File: src/rtl/packet_checker_pkg.sv
// Shared constants, FSM state type and keep-popcount helper for packet_checker.
package packet_checker_pkg;
    localparam int HDR_BYTES  = 14;
    localparam int LEN_W      = 11;
    localparam int CNT_W      = 32;
    localparam int MAX_KEEP_W = 128;  // tkeep width of the widest supported bus (1024 bits)

    typedef enum logic {S_HEAD = 1'b0, S_BODY = 1'b1} state_t;

    function automatic logic [LEN_W-1:0] popcount_keep(input logic [MAX_KEEP_W-1:0] keep);
        logic [LEN_W-1:0] n;
        n = '0;
        for (int i = 0; i < MAX_KEEP_W; i++) n = n + LEN_W'(keep[i]);
        return n;
    endfunction
endpackage

File: src/rtl/packet_checker_flow_counter.sv
// Saturating event counter used for the per-flow and unmatched statistics.
module flow_counter
    import packet_checker_pkg::*;
(
    input  logic             clk,
    input  logic             rst,
    input  logic             inc,
    output logic [CNT_W-1:0] count
);
    always_ff @(posedge clk) begin
        if (rst)
            count <= '0;
        else if (inc && count != '1)
            count <= count + 1'b1;
    end
endmodule

File: config.mk
export PLATFORM = sky130hd
export DESIGN_NAME = flow_counter
export DESIGN_NICKNAME = d
export VERILOG_FILES = /design/src/rtl/packet_checker_pkg.sv /design/src/rtl/packet_checker_flow_counter.sv
export SDC_FILE = /design/constraint.sdc
export NUM_CORES = 1
export LEC_CHECK = 0
export CAP_MARGIN = 20
export CORE_MARGIN = 10
export CORE_UTILIZATION = 50
export DETAILED_ROUTE_END_ITERATION = 10
export GPL_TIMING_DRIVEN = 0
export PLACE_DENSITY = 0.76
export SETUP_SLACK_MARGIN = 0.02
export SYNTH_ARGS = -nofsm -noshare
export SYNTH_HDL_FRONTEND = slang
export SYNTH_SLANG_ARGS = --single-unit
File: constraint.sdc
create_clock -name clk -period 4.4 [get_ports clk]
set_input_delay 1.32 -clock clk [delete_from_list [all_inputs] [get_ports clk]]
set_output_delay 1.32 -clock clk [all_outputs]
set_load 0.02 [all_outputs]
==> results by stage, run 1 <==
Outcome:
- The flow ran to the end, and the final reports show no timing, DRC or antenna violations.

Global route:
- The largest net degree at the start of global routing is 11.
- The all-layer global routing usage is 15.5%.
- The final global-route overflow total is 0.
- The initial antenna violation count was 0.
- The number of global-route vias before repair is 1,564.
- The global-route wire length before repair is 7.80 mm.

Route:
- The number of iterations in the first detailed-routing pass is 4.
- After the first detailed-routing iteration, the DRC count stood at 151.
- In this run the remaining antenna-violating nets after routing total 0.
- The total wire length is 4.69 mm.
- The overall via count from detail_route is 1,727.
- The detail-routed via count per cell is 6.08.
- For this run, design rule violations remaining after detail routing come to 0.
- After detailed routing, the average wire length per cell comes to 16.5 um.

Clocking:
- The clock tree root buffer cell is sky130_fd_sc_hd__clkbuf_4.
- The hold buffer count at cts is 0.
- The H-tree generated during clock tree synthesis spans 2 levels.
- TritonCTS built the clock tree.
- The longest clock path from root to sink contains 2 buffers.
- The later pin in the worst-skew pair is clocked with a latency of 0.33 ns.
- Counting every sink on the clock net gives 32.
- Clock-pin slew was measured on the worst setup and hold paths at 0.10 ns.
- After clock tree synthesis, the repair step resized 0 gates.
- Post-CTS timing repair inserted 0 buffers for setup.
- The number of clock buffers inserted by TritonCTS is 5.

Layout:
- Of the cells placed in the final design, the portion with a size suffix greater than 1 is 7.08%.
- The number of flip-flops under the largest register name is 32.
- The final net count is 243.
- The largest registers in the layout are count: 32 flops.
- Compared with the post-synthesis result, the final layout area differs by 26.5%.
- 0 antenna diodes ended up in the layout.
- The filler cell count in the final layout is 300.
- The register with the most flip-flops in the final layout is count.

Min path:
- The path with the worst hold slack has its endpoint at count[15].
- The tightest min-delay check is of the register to register type.
- The depth of the worst hold-timing path is 2.
- The beginning of the worst hold path is count[15].

Die:
- In this run the horizontal extent of the chip is 77.9 um.
- The count of boundary I/O pins is 35.
- The number of rows in the core area is 20.
- After floorplanning, the core was sized to cover 0.00313 mm2.
- The die covers 0.00606 mm2.
- The initial core utilization is 53.5%.
- Measured along the y axis, the die boundary spans 77.9 um.

Setup path:
- The cell class contributing the biggest share of worst-path delay is simple AND/OR/NAND/NOR gates.
- The total buffers and inverters traversed by the critical path is 1.
- The slowest stage cell on the critical path is sky130_fd_sc_hd__nor4_2.
- The worst register-to-register path ends at count[11].
- The origin of the critical flop-to-flop path is count[13].
- The minimum setup slack among reg-to-reg paths is 1.89 ns.
- The cell count of the worst reg-to-reg path is 8.
- The worst setup path is captured at a register.
- Of all nets on the critical path, the largest fanout is 10.
- The kind of start point of the critical path is a primary input.
- At the worst endpoint, the required time is 4.63 ns.
- The signal on the critical path passes through clkdlybuf4s50_1, nand4_1, nor4_2, nand4_1, nor4_1, mux2_2.
- The critical path class is primary input to register.
- The critical path arrival is 3.72 ns.
- In this design, the critical path's most frequently occurring cell is sky130_fd_sc_hd__nand4_1.
- On the worst path, the slowest cell contributes a delay of 0.63 ns.

Pwr:
- The switching share of power is 23.1%.
- The worst-case IR drop observed on VDD is 0.000132 V.
- Combinational logic burns 4.3% of the power.
- Registers are responsible for 59.7% of the overall power.
- For this design the total switching power over the nets is 114 uW.
- Of the total power, the clock network draws 35.9%.
- The power per standard cell area is 233 mW/mm2.
- In this run the static leakage power is 0.000620 uW.
- The cell-internal power is 379 uW.

Synth:
- When the netlist entered floorplanning its net count stood at 203.
- The share of async-settable or async-resettable flops after synthesis is 0%.
- The number of register bits inferred by synthesis is 32.
- The number of synthesis warnings is 0.
- The cell count after synthesis came out at 199.
- Sorting the synthesized cells by area gives the leading types as sky130_fd_sc_hd__dfxtp_1 38%, sky130_fd_sc_hd__a21oi_1 6.6%, sky130_fd_sc_hd__o31ai_1 5.4%, sky130_fd_sc_hd__or4_1 5.4%, sky130_fd_sc_hd__nand3_1 3.9%.
- sky130_fd_sc_hd__dfxtp_1 takes more of the synthesized area than any other cell.
- In this run, synthesis inferred 0 flip-flops with an integrated enable.
- The average instance in the mapped netlist occupies 8.41 um2.
- The most common cell in the netlist is sky130_fd_sc_hd__dfxtp_1.
- In the synthesized netlist the dominant register cell turns out to be sky130_fd_sc_hd__dfxtp_1.
- In this run, distinct cell masters in the synthesized netlist total 39.
- Sequential cells were found to cover 38.3% of the synthesized design area.
- In this run the cell area of the synthesized design comes to 0.00167 mm2.
- In the synthesized netlist, the cells that appear most often are 32 x sky130_fd_sc_hd__dfxtp_1, 22 x sky130_fd_sc_hd__a21oi_1, 14 x sky130_fd_sc_hd__nor2_1.
- The area fraction of the dominant cell type after synthesis is 38.3%.

STA:
- The final hold violation count is 0.
- The minimum period implied by the final worst setup slack is 3.48 ns.
- The maximum operating frequency is 0.287 GHz.
- Setup violations remaining at the end of the flow were counted as 0.
- The tightest hold path in the finished design has a slack of 0.518 ns.
- In the final timing run, aggregate negative setup slack is 0 ns.
- The count of pins over their slew limit is 0.
- Setup repair after global routing left no endpoint under its margin.
- Clock skew on the completed layout was measured at 0.00613 ns.
- For the pin with the worst max-slew slack, the measured transition is 0.707 ns.
- In this run the tightest slew margin relative to its limit is 52.5%.
- The final cycle utilization of the critical path is 79.1%.

Placement:
- Detailed placement ended at an HPWL of 3.44 mm.
- The congestion estimate from routability-driven global placement came to 0.830.
- The count of buffers added on input and output ports is 33.

Run:
- Across the run, the number of max-cap violations was 0.
worst register-to-register path: stages, from the launching register on:
cell,delay [ns]
sky130_fd_sc_hd__dfxtp_1,0.44
sky130_fd_sc_hd__nand3_1,0.18
sky130_fd_sc_hd__or3_1,0.37
sky130_fd_sc_hd__clkbuf_1,0.24
sky130_fd_sc_hd__nor4_1,0.33
sky130_fd_sc_hd__buf_2,0.29
sky130_fd_sc_hd__buf_2,0.29
sky130_fd_sc_hd__o21ai_0,0.13
sky130_fd_sc_hd__a21oi_1,0.16
power by group through the flow:
stage | clock network [uW] | registers (uW) | logic, uW
2_1_floorplan | 0 | 303 | 10.1
3_3_place_gp | 0 | 300 | 20.7
3_5_place_dp | 0 | 301 | 21.5
4_1_cts | 181 | 294 | 21.6
5_1_grt | 195 | 295 | 23.5
6_report | 177 | 294 | 21.4
stage by stage:
stage	std cells	util, %	power, uW	cell area, um2	worst slack (ns)
2_1_floorplan	199	-	313	1670	1.55
3_3_place_gp	276	65.8	321	2060	0.646
3_5_place_dp	276	65.8	322	2060	0.558
4_1_cts	284	67.7	497	2120	0.922
5_1_grt	284	67.7	513	2120	0.761
6_report	284	67.7	493	2120	0.920
worst max path at each step:
| stage | startpoint | end | slack [ns] | cells after the start |
|---|---|---|---|---|
| floorplan | inc | count[31] | 1.55 | 5 |
| CTS | inc | count[31] | 0.92 | 6 |
| global placement | inc | count[31] | 0.65 | 6 |
| finish | inc | count[31] | 0.92 | 6 |
| global route | inc | count[31] | 0.76 | 6 |
| detailed placement | inc | count[31] | 0.56 | 6 |
final cells by class:
class / count / area [um2] / area share, %
flip-flops and latches: 32 / 641 / 30.2
multi-input cells: 154 / 981 / 46.3
repair buffers: 33 / 330 / 15.6
inverters: 2 / 7.51 / 0.354
well taps: 44 / 55.1 / 2.60
clock buffers: 8 / 58.8 / 2.78
plain buffers: 11 / 45.0 / 2.13
layout by cell type (no fill, tap or decap), types with 3 or more instances in the layout:
master	instances
sky130_fd_sc_hd__a21oi_1	22
sky130_fd_sc_hd__and3_1	3
sky130_fd_sc_hd__and4_1	4
sky130_fd_sc_hd__buf_2	3
sky130_fd_sc_hd__clkbuf_1	10
sky130_fd_sc_hd__clkbuf_4	5
sky130_fd_sc_hd__clkdlybuf4s50_1	33
sky130_fd_sc_hd__dfxtp_1	32
sky130_fd_sc_hd__nand2_1	10
sky130_fd_sc_hd__nand3_1	13
sky130_fd_sc_hd__nand4_1	10
sky130_fd_sc_hd__nor2_1	14
sky130_fd_sc_hd__nor4_1	4
sky130_fd_sc_hd__o21ai_0	8
sky130_fd_sc_hd__o31ai_1	12
sky130_fd_sc_hd__or3_1	10
sky130_fd_sc_hd__or4_1	12
sky130_fd_sc_hd__xnor2_1	6
cells by family (layout without fill, tap and decap cells):
family	after synthesis	after routing	share of synthesized area [%]
simple gates	94	94	33.4
buf+inv	13	54	3.14
fa+ha+maj	1	1	0.747
flops	32	32	38.3
xor+xnor	7	7	3.66
mux	3	3	1.94
compound gates	49	49	18.8
metal layers:
layer  GRT usage [%]  share of wire (%)  vias up
li1                -                  -      846
met1            18.8                 43      817
met2            24.7                 49       59
met3            5.18                7.9        5
met4            6.02               0.77        0
met5               0                  0        -
No activity file was read; power rests on OpenSTA's default activity.
==> inputs of run 2 (changes only) <==
--- a/config.mk
+++ b/config.mk
@@ -7,10 +7,10 @@
 export LEC_CHECK = 0
 export CAP_MARGIN = 20
 export CORE_MARGIN = 10
-export CORE_UTILIZATION = 50
+export CORE_UTILIZATION = 45
 export DETAILED_ROUTE_END_ITERATION = 10
 export GPL_TIMING_DRIVEN = 0
-export PLACE_DENSITY = 0.76
+export PLACE_DENSITY = 0.73
 export SETUP_SLACK_MARGIN = 0.02
 export SYNTH_ARGS = -nofsm -noshare
 export SYNTH_HDL_FRONTEND = slang
==> constraint.sdc (replaced) <==
create_clock -name clk -period 3.1 [get_ports clk]
set_input_delay 0.93 -clock clk [delete_from_list [all_inputs] [get_ports clk]]
set_output_delay 0.93 -clock clk [all_outputs]
set_load 0.02 [all_outputs]
==> results by stage, run 2 (synthesis results as in run 1) <==
Layout:
- Counting the fill cells in the layout gives 344.
- The fraction of layout instances using a drive strength above 1 is 9.43%.
- The register with the most flip-flops in the layout has 32 of them.
- Summing all multi-input logic gate instances after layout gives 990 um2.
- The non-filler instance count after layout is 292.
- The most frequent standard cell in the layout excluding fill and tap cells is sky130_fd_sc_hd__clkdlybuf4s50_1.
- Summing all flip-flop and latch instances after layout gives 641 um2.
- The register bank with the most flops is count.
- At the end of the flow, the number of nets in the layout was 247.
- In the final layout, the registers with the most flip-flops are count: 32 flops.
- 0 antenna diodes ended up in the layout.
- Relative to the synthesized area, the layout overhead comes to 33.2%.
- In the layout the commonest cells are 33 x sky130_fd_sc_hd__clkdlybuf4s50_1, 32 x sky130_fd_sc_hd__dfxtp_1, 22 x sky130_fd_sc_hd__a21oi_1, 14 x sky130_fd_sc_hd__nor2_1, 13 x sky130_fd_sc_hd__nand3_1.

Placement:
- The routability congestion estimate is 0.815.
- The total instance count after detailed placement is 280.
- Port buffering added 33 buffers.
- The post-detailed-placement half-perimeter wirelength is 3.22 mm.

STA:
- The actual slew at the worst max-slew pin is 0.600 ns.
- Setup repair after global routing left no endpoint under its margin.
- The final cycle utilization of the critical path is 85.5%.
- Headroom to the max-slew limit came out at 59.7%.
- The count of pins over their slew limit is 0.
- Clock skew on the completed layout was measured at 0.00505 ns.
- The maximum operating frequency is 0.377 GHz.
- The final hold violation count is 0.
- The minimum period implied by the final worst setup slack is 2.65 ns.
- Setup violations remaining at the end of the flow were counted as 0.

Setup path:
- The total buffers and inverters traversed by the critical path is 3.
- Traced cell by cell, the critical path runs through clkdlybuf4s50_1, nand4_1, buf_4, nor4_4, buf_4, nand4_1, or4_1, a21oi_1.
- Of all nets on the critical path, the largest fanout is 5.
- The critical path class is primary input to register.
- STA puts the critical path data required time at 3.32 ns.
- The endpoint type of the worst setup path is a register.
- The slowest stage cell on the critical path is sky130_fd_sc_hd__clkdlybuf4s50_1.
- The worst setup path is launched from a primary input.
- At the worst endpoint, the arrival time is 2.87 ns.
- The cell class contributing the biggest share of worst-path delay is buffers and inverters.
- The worst stage delay on the critical path is 0.57 ns.

Min path:
- The class of the tightest hold or removal check is register to register.

Clocking:
- After clock tree synthesis, the clock-pin slew on the worst setup and hold paths is 0.07 ns.
- The number of clock buffers inserted by TritonCTS is 5.
- In this run the deepest clock path goes through 2 buffers.
- Counting every sink on the clock net gives 32.
- The clock tree root buffer cell is sky130_fd_sc_hd__clkbuf_8.
- For this design, the CTS-stage hold fixing added 0 buffers.
- The later pin in the worst-skew pair is clocked with a latency of 0.29 ns.
- The H-tree was split into 2 levels.
- The CTS tree is done.

Global route:
- The initial antenna violation count is 0.
- The number of global-route vias before repair was 1,598.
- The largest net degree at the start of global routing is 11.
- The first global-routing pass estimated 7.54 mm of wire.
- Global routing used 14.1% of the available tracks across all layers.
- The total overflow left after global routing is 0.

Die:
- The vertical extent of the die is 81.0 um.
- The count of boundary I/O pins is 35.
- Once the floorplan was initialized, standard cells occupied 46.1% of the core.
- The die covers 0.00656 mm2.
- The width of the die is 81.0 um.
- In this run the core area contains 22 standard-cell rows.
- After floorplanning, the core was sized to cover 0.00363 mm2.

Pwr:
- The power per standard cell area is 400 mW/mm2.
- Summed over all cells, the static leakage comes to 0.000688 uW.
- The maximum ir drop on the vdd rail is 0.000325 V.
- Overall power consumption after layout is estimated at 891 uW.

Route:
- The average routed wire per standard cell is 15.7 um.
- The detailed router put a total of 1.98 mm of wire on met1.
- The highest signal layer in the routed design is met4.
- The number of iterations in the first detailed-routing pass is 4.
- The detail-routed via count per cell is 5.97.
- The detail route stage leaves a number of antenna-violating nets equal to 0.
- The total length of routed met3 wires is 393 um.
- The remaining design rule violation count is 0.
- The routed layout has 1,743 vias.
- The met2 layer wire length in the routed design is 2.18 mm.
- The first routing iteration left 103 violations.
- The total wire length is 4.59 mm.

Run:
- The max capacitance violation total is 0.

Outcome:
- The run finished with clean final reports.
==> run 2: cell count changes in the layout (fill, tap and decap cells not counted) <==
cell | previous run | this run
sky130_fd_sc_hd__clkbuf_1 | 10 | 8
sky130_fd_sc_hd__clkbuf_4 | 5 | 0
sky130_fd_sc_hd__nor4_4 | 0 | 1
sky130_fd_sc_hd__clkbuf_8 | 1 | 7
sky130_fd_sc_hd__bufinv_16 | 0 | 1
sky130_fd_sc_hd__nor4_2 | 1 | 0
sky130_fd_sc_hd__buf_4 | 0 | 4
==> run 2: metal layers <==
layer  GRT usage, %  vias to the layer above
li1               -                      856
met1           16.5                      827
met2           22.8                       54
met3           6.29                        6
met4           4.33                        0
met5              0                        -
==> run 2: power by group <==
| part | internal [uW] | total (uW) | switching, uW | leakage, uW |
|---|---|---|---|---|
| logic | 11.7 | 30.1 | 18.4 | 0.000365 |
| registers | 414 | 418 | 4.03 | 0.000258 |
| clock network | 284 | 443 | 160 | 0.0000645 |
==> run 2: stage by stage <==
stage                     hold WS, ns  worst slack, ns  utilization, %  cell area, um2  TNS [ns]
after global placement          0.487           -0.304            56.8            2060     -1.11
after floorplan                 0.563            0.641               -            1670         0
after global routing            0.539            0.295            61.4            2230         0
after CTS                       0.512           0.0444            60.5            2200         0
after detailed placement        0.502           -0.345            56.8            2060     -1.37
final                           0.511            0.449            61.4            2230         0
==> run 2: worst paths after layout <==
path                   from        end  slack, ns  cells after the start
setup reg to reg  count[13]  count[15]       0.54                      8
setup / recovery        inc  count[29]       0.45                      8
hold / removal    count[23]  count[23]       0.51                      2
hold reg to reg   count[23]  count[23]       0.51                      2
==> run 2: area by class of cell <==
type | count | area share, %
Sequential cell | 32 | 28.7
Buffer | 11 | 2.02
Clock buffer | 7 | 4.32
Clock inverter | 1 | 1.35
Tap cell | 48 | 2.69
Inverter | 2 | 0.337
Timing Repair Buffer | 37 | 16.2
Multi-Input combinational cell | 154 | 44.4
==> run 2: timing repair <==
item / 4_1_cts / 5_1_grt
pin swaps: 0 / 2
gates resized for setup: 1 / 0
setup buffers: 0 / 4
setup endpoints to repair: 1 / 6
==> run 2: worst register-to-register path: stages, from the launching register on <==
cell	delay, ns
sky130_fd_sc_hd__dfxtp_1	0.43
sky130_fd_sc_hd__nand3_1	0.23
sky130_fd_sc_hd__or3_1	0.40
sky130_fd_sc_hd__clkbuf_1	0.24
sky130_fd_sc_hd__nor4_1	0.33
sky130_fd_sc_hd__buf_2	0.31
sky130_fd_sc_hd__buf_2	0.29
sky130_fd_sc_hd__o31ai_1	0.11
sky130_fd_sc_hd__a21oi_1	0.15
==> inputs of run 3 (changes only) <==
--- a/config.mk
+++ b/config.mk
@@ -10,6 +10,7 @@
 export CORE_UTILIZATION = 45
 export DETAILED_ROUTE_END_ITERATION = 10
 export GPL_TIMING_DRIVEN = 0
+export HOLD_SLACK_MARGIN = 0.1
 export PLACE_DENSITY = 0.73
 export SETUP_SLACK_MARGIN = 0.02
 export SYNTH_ARGS = -nofsm -noshare
==> results of run 3 <==
The final DEF is identical to that of run 2; final timing and power are the same.
